`src/rtl/fir_pkg.sv`:
```
// Shared definitions for the sequential FIR filter.
//   state_e : controller state encoding (IDLE=0, MAC=1, OUT=2)
//   clog2   : ceiling log2 for elaboration-time width calculations
//   acc_w   : full-precision accumulator width for a DW x CW, TAPS-term sum
package fir_pkg;

  typedef enum logic [1:0] {
    StIdle = 2'd0,
    StMac  = 2'd1,
    StOut  = 2'd2
  } state_e;

  function automatic int unsigned clog2(input int unsigned n);
    int unsigned r;
    r = 0;
    for (int unsigned i = 0; i < 32; i++) begin
      if ((32'd1 << i) < n) r = i + 1;
    end
    return r;
  endfunction

  function automatic int unsigned acc_w(input int unsigned dw, input int unsigned cw,
                                        input int unsigned taps);
    return dw + cw + clog2(taps);
  endfunction

endpackage

```
`src/rtl/fir_round_sat.sv`:
```
// Arithmetic right shift (floor) followed by signed saturation.
//   acc_i : ACC_W-bit signed accumulator value
//   res_o : OUT_W-bit signed result, clipped to [-2^(OUT_W-1), 2^(OUT_W-1)-1]
module fir_round_sat #(
  parameter int unsigned ACC_W = 18,
  parameter int unsigned OUT_W = 16,
  parameter int unsigned SHIFT = 0
) (
  input  logic signed [ACC_W-1:0] acc_i,
  output logic signed [OUT_W-1:0] res_o
);

  logic signed [ACC_W-1:0] shifted;
  assign shifted = acc_i >>> SHIFT;

  if (ACC_W > OUT_W) begin : g_sat
    // Value fits iff every bit from the output sign bit upward is identical.
    logic [ACC_W-OUT_W:0] top_bits;
    assign top_bits = shifted[ACC_W-1:OUT_W-1];

    always_comb begin
      if ((&top_bits) || (~|top_bits)) begin
        res_o = shifted[OUT_W-1:0];
      end else if (shifted[ACC_W-1]) begin
        res_o = {1'b1, {(OUT_W - 1){1'b0}}};
      end else begin
        res_o = {1'b0, {(OUT_W - 1){1'b1}}};
      end
    end
  end else begin : g_ext
    assign res_o = OUT_W'(shifted);
  end

endmodule

```
`src/rtl/fir_filter_seq.sv`:
```
// Sequential FIR filter: one shared DW x CW multiplier, one tap per cycle.
//   clk, rst (sync, active-high)
//   in_valid / in_ready / in_data       : sample input handshake
//   coef_we / coef_addr / coef_data     : coefficient write, honoured only in IDLE
//   out_valid / out_ready / out_data    : result output handshake
//   busy                                : high whenever the controller is not IDLE
// Timing: a sample accepted at edge E is multiplied through the taps at edges
// E+1..E+TAPS; the last accumulate also registers the result, so out_valid is
// high in the (TAPS+1)-th cycle after E and a streaming source sees one accept
// every TAPS+2 cycles.
module fir_filter_seq
  import fir_pkg::*;
#(
  parameter int unsigned TAPS  = 8,
  parameter int unsigned DW    = 8,
  parameter int unsigned CW    = 8,
  parameter int unsigned OUT_W = 16,
  parameter int unsigned SHIFT = 0
) (
  input  logic                         clk,
  input  logic                         rst,
  input  logic                         in_valid,
  output logic                         in_ready,
  input  logic signed [DW-1:0]         in_data,
  input  logic                         coef_we,
  input  logic        [clog2(TAPS)-1:0] coef_addr,
  input  logic signed [CW-1:0]         coef_data,
  output logic                         out_valid,
  input  logic                         out_ready,
  output logic signed [OUT_W-1:0]      out_data,
  output logic                         busy
);

  localparam int unsigned AW    = clog2(TAPS);
  localparam int unsigned ACC_W = acc_w(DW, CW, TAPS);
  localparam int unsigned PW    = DW + CW;

  state_e                  state_q, state_d;
  logic        [AW-1:0]    idx_q, idx_d;
  logic signed [ACC_W-1:0] acc_q, acc_d;
  logic signed [OUT_W-1:0] out_q, out_d;
  logic signed [DW-1:0]    x_q [TAPS];
  logic signed [DW-1:0]    x_d [TAPS];
  logic signed [CW-1:0]    c_q [TAPS];
  logic signed [CW-1:0]    c_d [TAPS];

  logic signed [PW-1:0]    prod;
  logic signed [ACC_W-1:0] acc_sum;
  logic signed [OUT_W-1:0] sat_res;

  // Single shared multiplier; both operands are signed so the product is exact.
  assign prod    = c_q[idx_q] * x_q[idx_q];
  assign acc_sum = acc_q + ACC_W'(prod);

  fir_round_sat #(
    .ACC_W (ACC_W),
    .OUT_W (OUT_W),
    .SHIFT (SHIFT)
  ) u_round_sat (
    .acc_i (acc_sum),
    .res_o (sat_res)
  );

  always_comb begin
    state_d = state_q;
    idx_d   = idx_q;
    acc_d   = acc_q;
    out_d   = out_q;
    x_d     = x_q;
    c_d     = c_q;

    unique case (state_q)
      StIdle: begin
        if (coef_we && (32'(coef_addr) < TAPS)) begin
          c_d[coef_addr] = coef_data;
        end
        if (in_valid) begin
          for (int unsigned i = 1; i < TAPS; i++) begin
            x_d[i] = x_q[i-1];
          end
          x_d[0]  = in_data;
          acc_d   = '0;
          idx_d   = '0;
          state_d = StMac;
        end
      end
      StMac: begin
        acc_d = acc_sum;
        if (idx_q == AW'(TAPS - 1)) begin
          out_d   = sat_res;
          state_d = StOut;
        end else begin
          idx_d = idx_q + AW'(1);
        end
      end
      StOut: begin
        if (out_ready) state_d = StIdle;
      end
      default: state_d = StIdle;
    endcase
  end

  always_ff @(posedge clk) begin
    if (rst) begin
      state_q <= StIdle;
      idx_q   <= '0;
      acc_q   <= '0;
      out_q   <= '0;
      x_q     <= '{default: '0};
      c_q     <= '{default: '0};
    end else begin
      state_q <= state_d;
      idx_q   <= idx_d;
      acc_q   <= acc_d;
      out_q   <= out_d;
      x_q     <= x_d;
      c_q     <= c_d;
    end
  end

  assign in_ready  = (state_q == StIdle);
  assign out_valid = (state_q == StOut);
  assign busy      = (state_q != StIdle);
  assign out_data  = out_q;

endmodule
```
`config.mk`:
```
export PLATFORM = sky130hd
export DESIGN_NAME = fir_filter_seq
export DESIGN_NICKNAME = d
export VERILOG_FILES = /design/src/rtl/fir_pkg.sv /design/src/rtl/fir_round_sat.sv /design/src/rtl/fir_filter_seq.sv
export SDC_FILE = /design/constraint.sdc
export NUM_CORES = 1
export LEC_CHECK = 0
export ABC_CLOCK_PERIOD_IN_PS = 9900
export CAP_MARGIN = 10
export CORE_AREA = 4 4 159 161
export CTS_BUF_LIST = sky130_fd_sc_hd__clkbuf_4
export CTS_CLUSTER_SIZE = 12
export DETAILED_ROUTE_END_ITERATION = 7
export DIE_AREA = 0 0 163 165
export DONT_BUFFER_PORTS = 1
export PLACE_DENSITY_LB_ADDON = 0.2
export SYNTH_ARGS = -nofsm -noshare
export SYNTH_HDL_FRONTEND = slang
export SYNTH_HIERARCHICAL = 1
export SYNTH_SLANG_ARGS = --single-unit
```
`constraint.sdc`:
```
create_clock -name clk -period 9.9 [get_ports clk]
set_input_delay 2.97 -clock clk [delete_from_list [all_inputs] [get_ports clk]]
set_output_delay 2.97 -clock clk [all_outputs]
set_load 0.02 [all_outputs]
```
---- After elaboration in Yosys (flattened, before gate mapping) ----
Cells that the tools add are included.
cells by class
  multiply operators ...................... 1
  equality and inequality tests ........... 7
  bitwise logic cells ..................... 2
  reduce and logical (&&, ||, !) cells .... 14
  $add $sub $neg .......................... 2
  multiplexer cells ....................... 20
  $lt $le $gt $ge ......................... 3
operator list
  kind                   number
  $bwmux W64             1
  $bmux W8 S3            2
  $mux W8                5
  $pmux W19 S2           1
  $mux W16               2
  $demux W8 S3           1
  $add A19 B16 Y19       1
  $mux W19               1
  $mul A8 B8 Y16         1
  $ge A4 B4 Y1 const B   2
  $not A3 Y4             2
  $reduce_and A2 Y1      4
  $mux W2                3
  $mux W3                2
  $ne A2 B2 Y1 const B   3
  $pmux W2 S3            1
  $pmux W3 S2            1
  $reduce_and A3 Y1      2
  $lt A4 B1 Y1 const B   1
  $reduce_and A4 Y1      1
  $reduce_bool A2 Y1     2
  $reduce_or A4 Y1       1
  $add A3 B1 Y3 const B  1
  $eq A3 B3 Y1 const B   1
  other kinds (7)        7
storage, ports and cells
  output and inout port bits .............. 19
  input bits .............................. 24
  register bits after elaboration ......... 168

---- Depth between registers and ports, before layout ----
Gate-level depths: netlist (run 1).
  depth after elaboration ................. 10
  mapped depth ............................ 29

---- Hierarchy ----
Netlist (run 1), hierarchy kept.
by module, submodules not included
  module          times used  area an instance (sq um)  cells each
  fir_filter_seq  1           10,178.5                  1,078
  fir_round_sat   1           374.1                     56

---- Least setup slack after synthesis (run 1) ----
No wires, ideal clock.
  path kind ............................... flip-flop to flip-flop
  from .................................... reg idx_q[0]
  to ...................................... reg out_q[10] (netlist: out_data[10])
  cell stages (with the launch flop) ...... 25
  data arrival time ....................... 6,742 ps
  path slack .............................. 3,026 ps
  path buffers ............................ 3
  clock period less this slack ............ 6,874 ps
  library setup time ...................... 132 ps
  data required time ...................... 9,768 ps
  cell sequence ........................... dfxtp_1 buf_2 buf_6 mux4_2 mux2_2 nor2b_1 inv_2 fa_1 inv_1 fa_1 fa_1 fa_1 fa_1 ha_1 o211ai_1 o211ai_1 nand2_1 a211oi_1 a211oi_1 xnor2_1 a21boi_4 buf_6 nor3_1 nand2_1 a21oi_1
on the way
  cells in the longest elaborated chain, start to end .. 10
  elaborated cells between the ends (all ways) .. 17
  classes of those cells .................. add/sub (1); mul (1); eq/ne (1); mux (8); bitwise (1); reduce/logical (5)
ends and longest elaborated chain
  item                                         line                   text
  start, declared                              fir_filter_seq.sv:39   logic [AW-1:0] idx_q, idx_d;
  start signal, assigned                       fir_filter_seq.sv:113  idx_q <= idx_d;
  $not A3 Y4 (implied by the code) *           fir_filter_seq.sv:52   assign prod = c_q[idx_q] * x_q[idx_q];
  $bmux W8 S3                                  fir_filter_seq.sv:52
  $mux W8 (implied by the code) (2 in series)  fir_filter_seq.sv:52
  $mul A8 B8 Y16 *                             fir_filter_seq.sv:52
  $add A19 B16 Y19 *                           fir_filter_seq.sv:53   assign acc_sum = acc_q + ACC_W'(prod);
  via acc_sum[18]                              fir_filter_seq.sv:48   logic signed [ACC_W-1:0] acc_sum;
  $reduce_or A4 Y1                             fir_round_sat.sv:22    if ((&top_bits) || (~|top_bits)) begin
  $logic_not A1 Y1                             fir_round_sat.sv:22
  $logic_or A1 B1 Y1                           fir_round_sat.sv:22
  $mux W16 *                                   fir_round_sat.sv:22
  via sat_res[10]                              fir_filter_seq.sv:49   logic signed [OUT_W-1:0] sat_res;
  end signal, assigned                         fir_filter_seq.sv:115  out_q <= out_d;
  end, declared                                fir_filter_seq.sv:41   logic signed [OUT_W-1:0] out_q, out_d;
The timed path passes the listed nets; every way through them passes the cells marked *. The select of a mux whose other input is x is not followed.
A chain may end at the register's enable or synchronous reset.

---- Worst setup path after layout (run 1) ----
  from .................................... reg idx_q[0]
  to ...................................... reg out_q[0] (netlist: out_data[0])
The elaborated chain is that of the path after synthesis.

==> results of run 1 <==
[synthesized netlist by cell type (all sizes together) (4+ instances only)]
cell    number  area share (%)
nand2b       5            0.30
xnor2       16             1.3
o21a         4            0.28
a21oi      104             5.0
ha          46             5.5
inv         95             3.4
nand2      192             6.8
nand3       13            0.62
dfxtp      168              32
or2          5            0.30
nor3        18            0.85
a211oi       5            0.36
nor2b       11            0.68
mux2i       80             7.9
xor2         4            0.33
a21boi      16             1.2
nor2       123             4.4
nor4        15            0.89
mux4        32             6.8
fa          84              16
clkbuf      41             1.5
o211ai       4            0.28
buf         27             1.6
a22o         8            0.66
[registers in the layout (all words and copies together), names as in the netlist]
signal	count
x_q	64
acc_q	19
c_q	64
idx_q	3
state_q	2
out_data	16
[cell usage in the layout (no fill, tap or decap), types with 2 or more instances in the layout]
master,netlist,final
a211oi_1,5,5
a21boi_0,15,15
a21o_1,3,3
a21oi_1,103,103
a22o_1,8,8
a22oi_1,3,3
and3_1,3,3
buf_4,1,9
bufinv_16,0,3
clkbuf_4,0,18
dfxtp_1,168,167
fa_1,84,84
ha_1,46,46
inv_1,89,89
inv_2,6,6
inv_6,0,5
inv_8,0,3
mux2_2,2,2
mux2i_1,71,71
mux2i_2,9,9
mux4_2,32,32
nand2_1,192,191
nand2b_1,5,5
nand3_1,13,13
nor2_1,123,123
nor2b_1,10,10
nor3_1,18,18
nor4_1,15,15
o211ai_1,4,4
o21a_1,4,4
o21ai_0,2,2
or2_1,5,5
xnor2_1,16,15
xor2_1,4,4
[power by group]
part	leakage (nW)	switching (mW)	internal (mW)
Sequential	1.36	0.0123	0.687
Combinational	3.26	0.102	0.0712
Clock	0.172	0.266	0.186
Total	4.79	0.381	0.944
[cell families (layout without fill, tap and decap cells)]
| family | count (synthesis) | after routing | share of synthesized area, % |
|---|---|---|---|
| other | 0 | 1 | 0 |
| adder cells (fa/ha/maj) | 130 | 130 | 21.4 |
| AND/OR/NAND/NOR | 386 | 386 | 15.1 |
| multiplexers | 114 | 114 | 15.0 |
| XOR/XNOR | 20 | 20 | 1.66 |
| AO/OA/AOI/OAI | 153 | 153 | 8.66 |
| flip-flops | 168 | 168 | 31.9 |
| buffers and inverters | 163 | 137 | 6.40 |
[through the flow]
step                area, sq um  cells  total power [mW]  utilization, %  hold WS (ns)
finish                    11100   1433              1.33            46.1         0.462
global route              11100   1433              1.39            46.1         0.489
CTS                       11000   1431              1.34            46.1         0.455
detailed placement        10700   1399             0.889            44.7         0.443
global placement          10700   1399             0.886            44.7         0.438
floorplan                 10600   1134             0.867               -         0.433
[tightest hold or removal path, delay by kind of cell, from the launching register on]
kind | cells | cell delay (ns)
simple gates | 1 | 0.05
compound gates | 1 | 0.05
flops | 1 | 0.33
[worst paths after layout]
check | start | endpoint | slack (ns) | depth (start not counted)
min | x_q[0] | x_q[0] | 0.46 | 2
min reg2reg | x_q[0] | x_q[0] | 0.46 | 2
max | idx_q[0] | out_data[0] | 2.19 | 21
max reg2reg | idx_q[0] | out_data[0] | 2.19 | 21
[per-layer routing]
layer	vias to the layer above	routed length [microns]	GRT usage (%)	part of all wire (%)
met5	-	0	0	0
met4	0	220	4.04	0.97
li1	3675	-	-	-
met1	3586	10600	23.8	47
met3	10	487	3.07	2.1
met2	50	11500	29.9	50
[final cells by class]
class / count / area share [%]
clock buffer: 18 / 1.22
sequential: 168 / 30.4
antenna: 1 / 0.0226
inverter: 95 / 3.23
tap: 324 / 3.67
clock inverter: 14 / 1.66
timing repair buffer: 10 / 0.713
multi-input combinational: 803 / 59.0
==> results.py, run 1 <==
metrics = {
    "run_status": {
        "run_status": "complete, no violations",
    },
    "critical_path": {
        "crit_arrival_ns": 8.17,
        "cp_top_family": "adder cells",
        "path_buf_inv": 2,
        "cp_max_fo": 24,
        "path_cells": "buf_4 -> mux4_2 -> mux2i_1 -> nor2_1 -> fa_1 -> fa_1 -> fa_1 -> fa_1 -> ha_1 -> ha_1 -> a21oi_1 -> o211ai_1 -> nand2_1 -> a211oi_1 -> a211oi_1 -> xnor2_1 -> buf_4 -> a21boi_4 -> nor3_1 -> nand2_1 -> a21oi_1",
        "cp.required_ns": 10.37,
        "crit_path_start_kind": "flop",
        "cp_common_cell": "fa_1",
        "path_class": "reg -> reg",
        "cpPeakStageDelay_ns": 0.86,
        "slowest_stage": "dfxtp_2",
        "end_kind": "flop",
    },
    "yosys": {
        "synth_edf_count": 0,
        "synthFlopType": "dfxtp_1",
        "ys_seq_area_share_pct": 31.9,
        "synth-seq-cells": 168,
        "synth_area_per_cell_sq_um": 9.31,
        "synth.cell_area_sq_um": 10600,
        "ys_async_sr_fraction_pct": 0,
        "ys_warn_count": 6,
        "syn_inst": 1134,
        "ys_types": 43,
        "synth_nets": 1288,
    },
    "pwr": {
        "power_density_nw_per_um2": 120,
        "p_leak_nw": 4.79,
        "peakVddDrop_mv": 0.0687,
    },
    "layout": {
        "ff_latch_area_sq_um": 3360,
        "drive_gt1_share_pct": 8.84,
        "multi_input_area_sq_um": 6530,
        "fin_nets": 1249,
        "num-fill-cells": 2401,
        "area_growth_pct": 4.73,
    },
    "sta": {
        "fmax_mhz": 130,
        "finalClockSkew_ns": 0.0466,
        "finalCriticalPeriod_ns": 7.71,
        "min_period_over_period_pct": 77.8,
        "hold_violations": 0,
        "relSlewSlack_pct": 28.0,
        "finalWorstSetupSlack_ns": 2.19,
        "fin_setup_tns_ns": 0,
        "slew_viol_final": 0,
        "finalSetupViolations": 0,
        "rsz0062_at_grt": "no",
        "tightest_slew_ns": 1.08,
    },
    "die": {
        "fp-row-count": 57,
        "chipHeight_microns": 165,
        "initial_utilization_pct": 44.0,
        "ioPinCount": 43,
        "dieArea_sq_um": 26900,
        "core_area_sq_um": 24000,
        "dieWidth_microns": 163,
    },
    "global_routing": {
        "grt_pass1_vias": 7286,
        "grt_use_total_pct": 17.7,
        "grt_pass1_wl_mm": 38.2,
        "grt_max_degree": 163,
        "overflow": 0,
        "antenna_found_initial": 1,
    },
    "worst_hold_path": {
        "min_path_type": "reg -> reg",
    },
    "detailed_routing": {
        "vias": 7321,
        "via_per_inst": 5.11,
        "wirelength_mm": 22.8,
        "drt_iter0_markers": 547,
        "post_drt_wl_per_cell_microns": 15.9,
        "drc": 0,
        "final_antenna_net_count": 0,
        "first_pass_iters": 5,
    },
    "clocking": {
        "insertion_delay_ns": 0.59,
        "cts_sinks": 168,
        "cts_buffers": 17,
        "root_buffer": "clkbuf_4",
        "post_cts_resize_count": 0,
        "cts_tree": "built",
        "holdBufCountCts": 0,
        "htreeDepth": 4,
        "post_cts_buffers": 0,
        "cts.path.max_buffers": 2,
        "clk_pin_slew_ns": 0.14,
    },
    "place": {
        "preCtsSetupSlack_ns": 1.90,
        "dp_hpwl_mm": 16.2,
        "port_buffers": 0,
        "gp_congestion": 0.813,
    },
    "flow_run": {
        "maxCapViolations": 0,
    },
}
Power figures use the tool's default switching activity.
==> inputs of run 2 (changes only) <==
ABC_AREA = 1   (was unset)
ABC_CLOCK_PERIOD_IN_PS = 7910   (was 9900)
CORE_AREA = 4 4 162 164   (was 4 4 159 161)
DIE_AREA = 0 0 166 168   (was 0 0 163 165)
clock period = 7.91 ns   (was 9.9 ns; I/O delays follow)
==> run 2 against run 1 <==
Against the previous run: combinational power rose to 11 times the previous value; via count is 24% higher; fmax increased by 9.5%; sequential cell count is the same; synthesized area increased by 4.1%; power rose by 150%; critical path depth increased by 7.
==> results.py, run 2 <==
metrics = {
    "critical_path": {
        "crit_arrival_ns": 7.54,
        "r2r_slack_ns": 0.87,
        "r2r_cells": 28,
        "r2r-end": "out_data[7]",
        "path_class": "reg -> reg",
        "cp_max_fo": 65,
        "end_kind": "flop",
        "cp.required_ns": 8.41,
        "slowest_stage": "fa_1",
        "crit_path_start_kind": "flop",
        "r2r-start": "idx_q[0]",
        "cpPeakStageDelay_ns": 0.56,
    },
    "layout": {
        "area_growth_pct": 3.58,
        "final_common_cell": "nand2_1",
        "fin_nets": 1561,
        "final_cell_mix": "nand2_1 (398), a21oi_1 (178), dfxtp_1 (167)",
        "reg.largest.list": "c_q x64, x_q x64, acc_q x19",
        "design_area_sq_um": 11400,
        "num-fill-cells": 2569,
        "drive_gt1_share_pct": 7.96,
    },
    "global_routing": {
        "grt_max_degree": 169,
        "grt_use_total_pct": 19.6,
        "antenna_found_initial": 1,
        "overflow": 0,
        "grt_pass1_wl_mm": 45.5,
        "grt_pass1_vias": 8849,
    },
    "sta": {
        "fin_setup_tns_ns": 0,
        "finalWorstSetupSlack_ns": 0.872,
        "min_period_over_period_pct": 89.0,
        "rsz0062_at_grt": "no",
        "hold_slack_ns": 0.460,
        "finalClockSkew_ns": 0.0353,
        "hold_violations": 0,
        "relSlewSlack_pct": 49.8,
        "tightest_slew_ns": 0.752,
        "finalSetupViolations": 0,
        "finalCriticalPeriod_ns": 7.04,
        "slew_viol_final": 0,
        "fmax_mhz": 142,
    },
    "pwr": {
        "power_density_nw_per_um2": 291,
        "p_comb_share_pct": 55.3,
        "peakVddDrop_mv": 0.440,
        "clockPowerShare_pct": 16.8,
        "switching_power_mw": 1.57,
        "intPower_mw": 1.75,
        "seqPwrFrac_pct": 27.8,
        "netSwitchingFraction_pct": 47.3,
        "p_leak_nw": 4.65,
    },
    "yosys": {
        "ys_async_sr_fraction_pct": 0,
        "synth_edf_count": 0,
        "yosysMostFrequentCell": "nand2_1",
        "ys_types": 41,
        "synthTopCellsByArea": "dfxtp_1 (31%), fa_1 (15%), nand2_1 (14%), a21oi_1 (8.1%), ha_1 (5.2%)",
        "synth_common_cells": "nand2_1 (399), a21oi_1 (178), dfxtp_1 (168)",
        "ys_seq_area_share_pct": 30.6,
        "synth_area_per_cell_sq_um": 7.57,
        "synth_nets": 1606,
        "syn_inst": 1452,
        "synth_top_area_cell": "dfxtp_1",
        "yosysTopAreaCellShare_pct": 30.6,
        "synthFlopType": "dfxtp_1",
        "ys_warn_count": 6,
        "synth.cell_area_sq_um": 11000,
        "synth-seq-cells": 168,
    },
    "clocking": {
        "post_cts_resize_count": 0,
        "cts_sinks": 168,
        "clk_pin_slew_ns": 0.15,
        "cts.path.max_buffers": 2,
        "cts_tree": "built",
        "cts_buffers": 17,
        "root_buffer": "clkbuf_4",
        "post_cts_buffers": 0,
        "insertion_delay_ns": 0.58,
        "holdBufCountCts": 0,
        "htreeDepth": 4,
    },
    "die": {
        "chipHeight_microns": 168,
        "core_area_sq_um": 24900,
        "dieWidth_microns": 166,
        "ioPinCount": 43,
        "fp-row-count": 58,
        "initial_utilization_pct": 44.1,
        "dieArea_sq_um": 27900,
    },
    "detailed_routing": {
        "wirelength_mm": 26.7,
        "first_pass_iters": 5,
        "post_drt_wl_per_cell_microns": 15.2,
        "via_per_inst": 5.19,
        "vias": 9089,
        "drt_iter0_markers": 609,
        "final_antenna_net_count": 0,
        "drc": 0,
    },
    "place": {
        "port_buffers": 0,
        "dp_hpwl_mm": 18.8,
        "preCtsSetupSlack_ns": 0.900,
        "placed_area_sq_um": 11100,
        "gp_congestion": 0.825,
    },
    "worst_hold_path": {
        "holdPathStages": 2,
        "hold_end": "x_q[4]",
        "min_path_type": "reg -> reg",
        "hold_start": "x_q[12]",
    },
    "flow_run": {
        "maxCapViolations": 0,
    },
    "run_status": {
        "run_status": "complete, no violations",
    },
}
## run 2: through the flow
step                total power [mW]  cells  util (%)
floorplan                       2.45   1452         -
global placement                2.76   1718      44.4
detailed placement              2.75   1718      44.4
CTS                             3.33   1750      45.7
global route                    3.64   1751      45.7
finish                          3.31   1751      45.7
## run 2: worst max-delay path by stage
| stage | from | end |
|---|---|---|
| after floorplan | idx_q[0] | out_data[10] |
| after global placement | idx_q[0] | out_data[1] |
| after detailed placement | idx_q[0] | out_data[7] |
| after CTS | idx_q[0] | out_data[5] |
| after global routing | idx_q[0] | out_data[7] |
| final | idx_q[0] | out_data[7] |
## run 2: area by class of cell
cell class,count,area [sq um],area share [%]
well taps,330,413,3.63
flip-flops and latches,168,3360,29.6
inverters,146,548,4.82
clock inverters,14,181,1.59
multi-input cells,1063,6640,58.3
repair buffers,11,95.1,0.836
diodes,1,2.50,0.0220
clock buffers,18,135,1.19
## run 2: layer usage
metal  GRT usage (%)  wire length, microns  up-vias
met1            28.6                 13000     4348
met4            4.27                   289        0
met3            3.26                  1300       22
met2            30.6                 12100      189
met5               0                     0        -
li1                -                     -     4530
## run 2: kinds of logic after synthesis
kind of cell,share of synthesized area [%]
AOI/OAI and AO/OA,15.3
xor gates and xnor gates,0.718
adders and majority gates,20.5
buffers and inverters,8.97
DFF,30.6
muxes,1.03
and+or+nand+nor,22.9
## run 2: power by group through the flow
stage | logic (mW) | registers [mW] | clock network [mW]
floorplan | 1.52 | 0.933 | 0
global placement | 1.82 | 0.941 | 0
detailed placement | 1.81 | 0.941 | 0
CTS | 1.83 | 0.923 | 0.578
global route | 2.10 | 0.929 | 0.606
finish | 1.83 | 0.922 | 0.557
## run 2: critical path, delay by kind of cell, from the launching register on
| family | cells | cell delay (ns) |
|---|---|---|
| buffers and inverters | 4 | 0.79 |
| DFF | 1 | 0.36 |
| adders and majority gates | 6 | 2.98 |
| AOI/OAI and AO/OA | 5 | 1.32 |
| and+or+nand+nor | 13 | 1.52 |
==> inputs of run 3 (changes only) <==
ABC_CLOCK_PERIOD_IN_PS = 8400   (was 7910)
GPL_ROUTABILITY_DRIVEN = 1   (was unset)
clock period = 8.4 ns   (was 7.91 ns; I/O delays follow)
==> run 3 against run 2 <==
Against the previous run: fmax down 0.86%; sequential share of layout area about the same; clock skew up 0.011 ns; cell count down 0.11%; design area about the same; via count down 0.30%; critical path type unchanged; largest cell class unchanged; highest routed layer unchanged.
==> results.py, run 3 (synthesized netlist as in run 2, its figures left out) <==
metrics = {
    "clocking": {
        "cts_tree": "built",
        "cts.path.max_buffers": 2,
        "post_cts_resize_count": 0,
        "root_buffer": "clkbuf_4",
        "post_cts_buffers": 0,
        "cts_buffers": 17,
        "htreeDepth": 4,
        "cts_sinks": 168,
        "clk_pin_slew_ns": 0.20,
        "holdBufCountCts": 0,
        "insertion_delay_ns": 0.58,
    },
    "critical_path": {
        "slowest_stage": "fa_1",
        "crit_path_start_kind": "flop",
        "cpPeakStageDelay_ns": 0.53,
        "cp.required_ns": 8.90,
        "crit_arrival_ns": 7.60,
        "r2r_cells": 31,
        "end_kind": "flop",
        "cp_max_fo": 39,
        "path_class": "reg -> reg",
    },
    "sta": {
        "fin_setup_tns_ns": 0,
        "rsz0062_at_grt": "no",
        "tightest_slew_ns": 0.783,
        "fmax_mhz": 141,
        "slew_viol_final": 0,
        "finalCriticalPeriod_ns": 7.10,
        "finalSetupViolations": 0,
        "min_period_over_period_pct": 84.5,
        "finalClockSkew_ns": 0.0461,
        "relSlewSlack_pct": 47.7,
        "hold_violations": 0,
        "finalWorstSetupSlack_ns": 1.30,
    },
    "die": {
        "ioPinCount": 43,
        "core_area_sq_um": 24900,
        "initial_utilization_pct": 44.1,
        "chipHeight_microns": 168,
        "dieWidth_microns": 166,
        "dieArea_sq_um": 27900,
        "fp-row-count": 58,
    },
    "pwr": {
        "p_leak_nw": 4.64,
        "power_density_nw_per_um2": 277,
        "peakVddDrop_mv": 0.399,
    },
    "layout": {
        "ff_latch_area_sq_um": 3360,
        "fin_cells": 1749,
        "fin_util_pct": 45.7,
        "fin_nets": 1559,
        "final_common_cell": "nand2_1",
        "reg.largest.list": "c_q x64, x_q x64, acc_q x19",
        "drive_gt1_share_pct": 7.83,
        "num-fill-cells": 2554,
        "design_area_sq_um": 11400,
        "final_cell_mix": "nand2_1 (398), a21oi_1 (178), dfxtp_1 (167)",
        "area_growth_pct": 3.57,
        "multi_input_area_sq_um": 6640,
    },
    "run_status": {
        "run_status": "complete, no violations",
    },
    "global_routing": {
        "antenna_found_initial": 1,
        "grt_max_degree": 169,
        "grt_pass1_vias": 8666,
        "grt_pass1_wl_mm": 45.0,
        "overflow": 0,
        "grt_use_total_pct": 19.4,
    },
    "place": {
        "gp_congestion": 0.897,
        "port_buffers": 0,
        "placed_area_sq_um": 11000,
        "place_inst": 1716,
        "preCtsSetupSlack_ns": 1.32,
        "dp_hpwl_mm": 18.7,
    },
    "detailed_routing": {
        "vias": 9062,
        "final_antenna_net_count": 0,
        "via_per_inst": 5.18,
        "wirelength_mm": 27.0,
        "first_pass_iters": 5,
        "post_drt_wl_per_cell_microns": 15.4,
        "drc": 0,
        "drt_iter0_markers": 691,
    },
    "flow_run": {
        "maxCapViolations": 0,
    },
    "worst_hold_path": {
        "holdPathStages": 2,
        "min_path_type": "reg -> reg",
    },
}
## run 3: cell type report
type                    instances  area share, %
inverters                     146           4.82
diodes                          1         0.0220
well taps                     330           3.63
repair buffers                  9          0.594
flip-flops and latches        168           29.6
clock buffers                  17           1.12
clock inverters                15           1.89
multi-input cells            1063           58.4
## run 3: critical path: cells and delay by family (launching register included)
kind	cells	cell delay, ns
fa+ha+maj	6	2.84
simple gates	14	1.39
buf+inv	7	1.36
compound gates	4	1.12
flops	1	0.35
## run 3: final timing paths
| path | end | slack [ns] | start |
|---|---|---|---|
| max reg2reg | out_data[5] | 1.30 | idx_q[0] |
| min reg2reg | x_q[5] | 0.44 | x_q[13] |
| min | x_q[5] | 0.44 | x_q[13] |
| max | out_data[5] | 1.30 | idx_q[0] |
## run 3: stage by stage
step / total power, mW / hold WS (ns)
after global routing: 3.47 / 0.466
after CTS: 3.17 / 0.446
after detailed placement: 2.60 / 0.445
after floorplan: 2.31 / 0.437
final: 3.15 / 0.443
after global placement: 2.61 / 0.439
## run 3: layer usage
| layer | track usage (%) | vias to the layer above | part of all wire [%] |
|---|---|---|---|
| met5 | 0 | - | 0 |
| met3 | 2.79 | 15 | 3.5 |
| li1 | - | 4546 | - |
| met2 | 30.0 | 173 | 44 |
| met4 | 3.95 | 0 | 0.95 |
| met1 | 29.2 | 4328 | 51 |
## run 3: power breakdown
part           switching, mW  internal, mW  total (mW)
logic                   1.12         0.611        1.73
registers             0.0343         0.836       0.871
clock network          0.368         0.177       0.545
total                   1.52          1.62        3.15
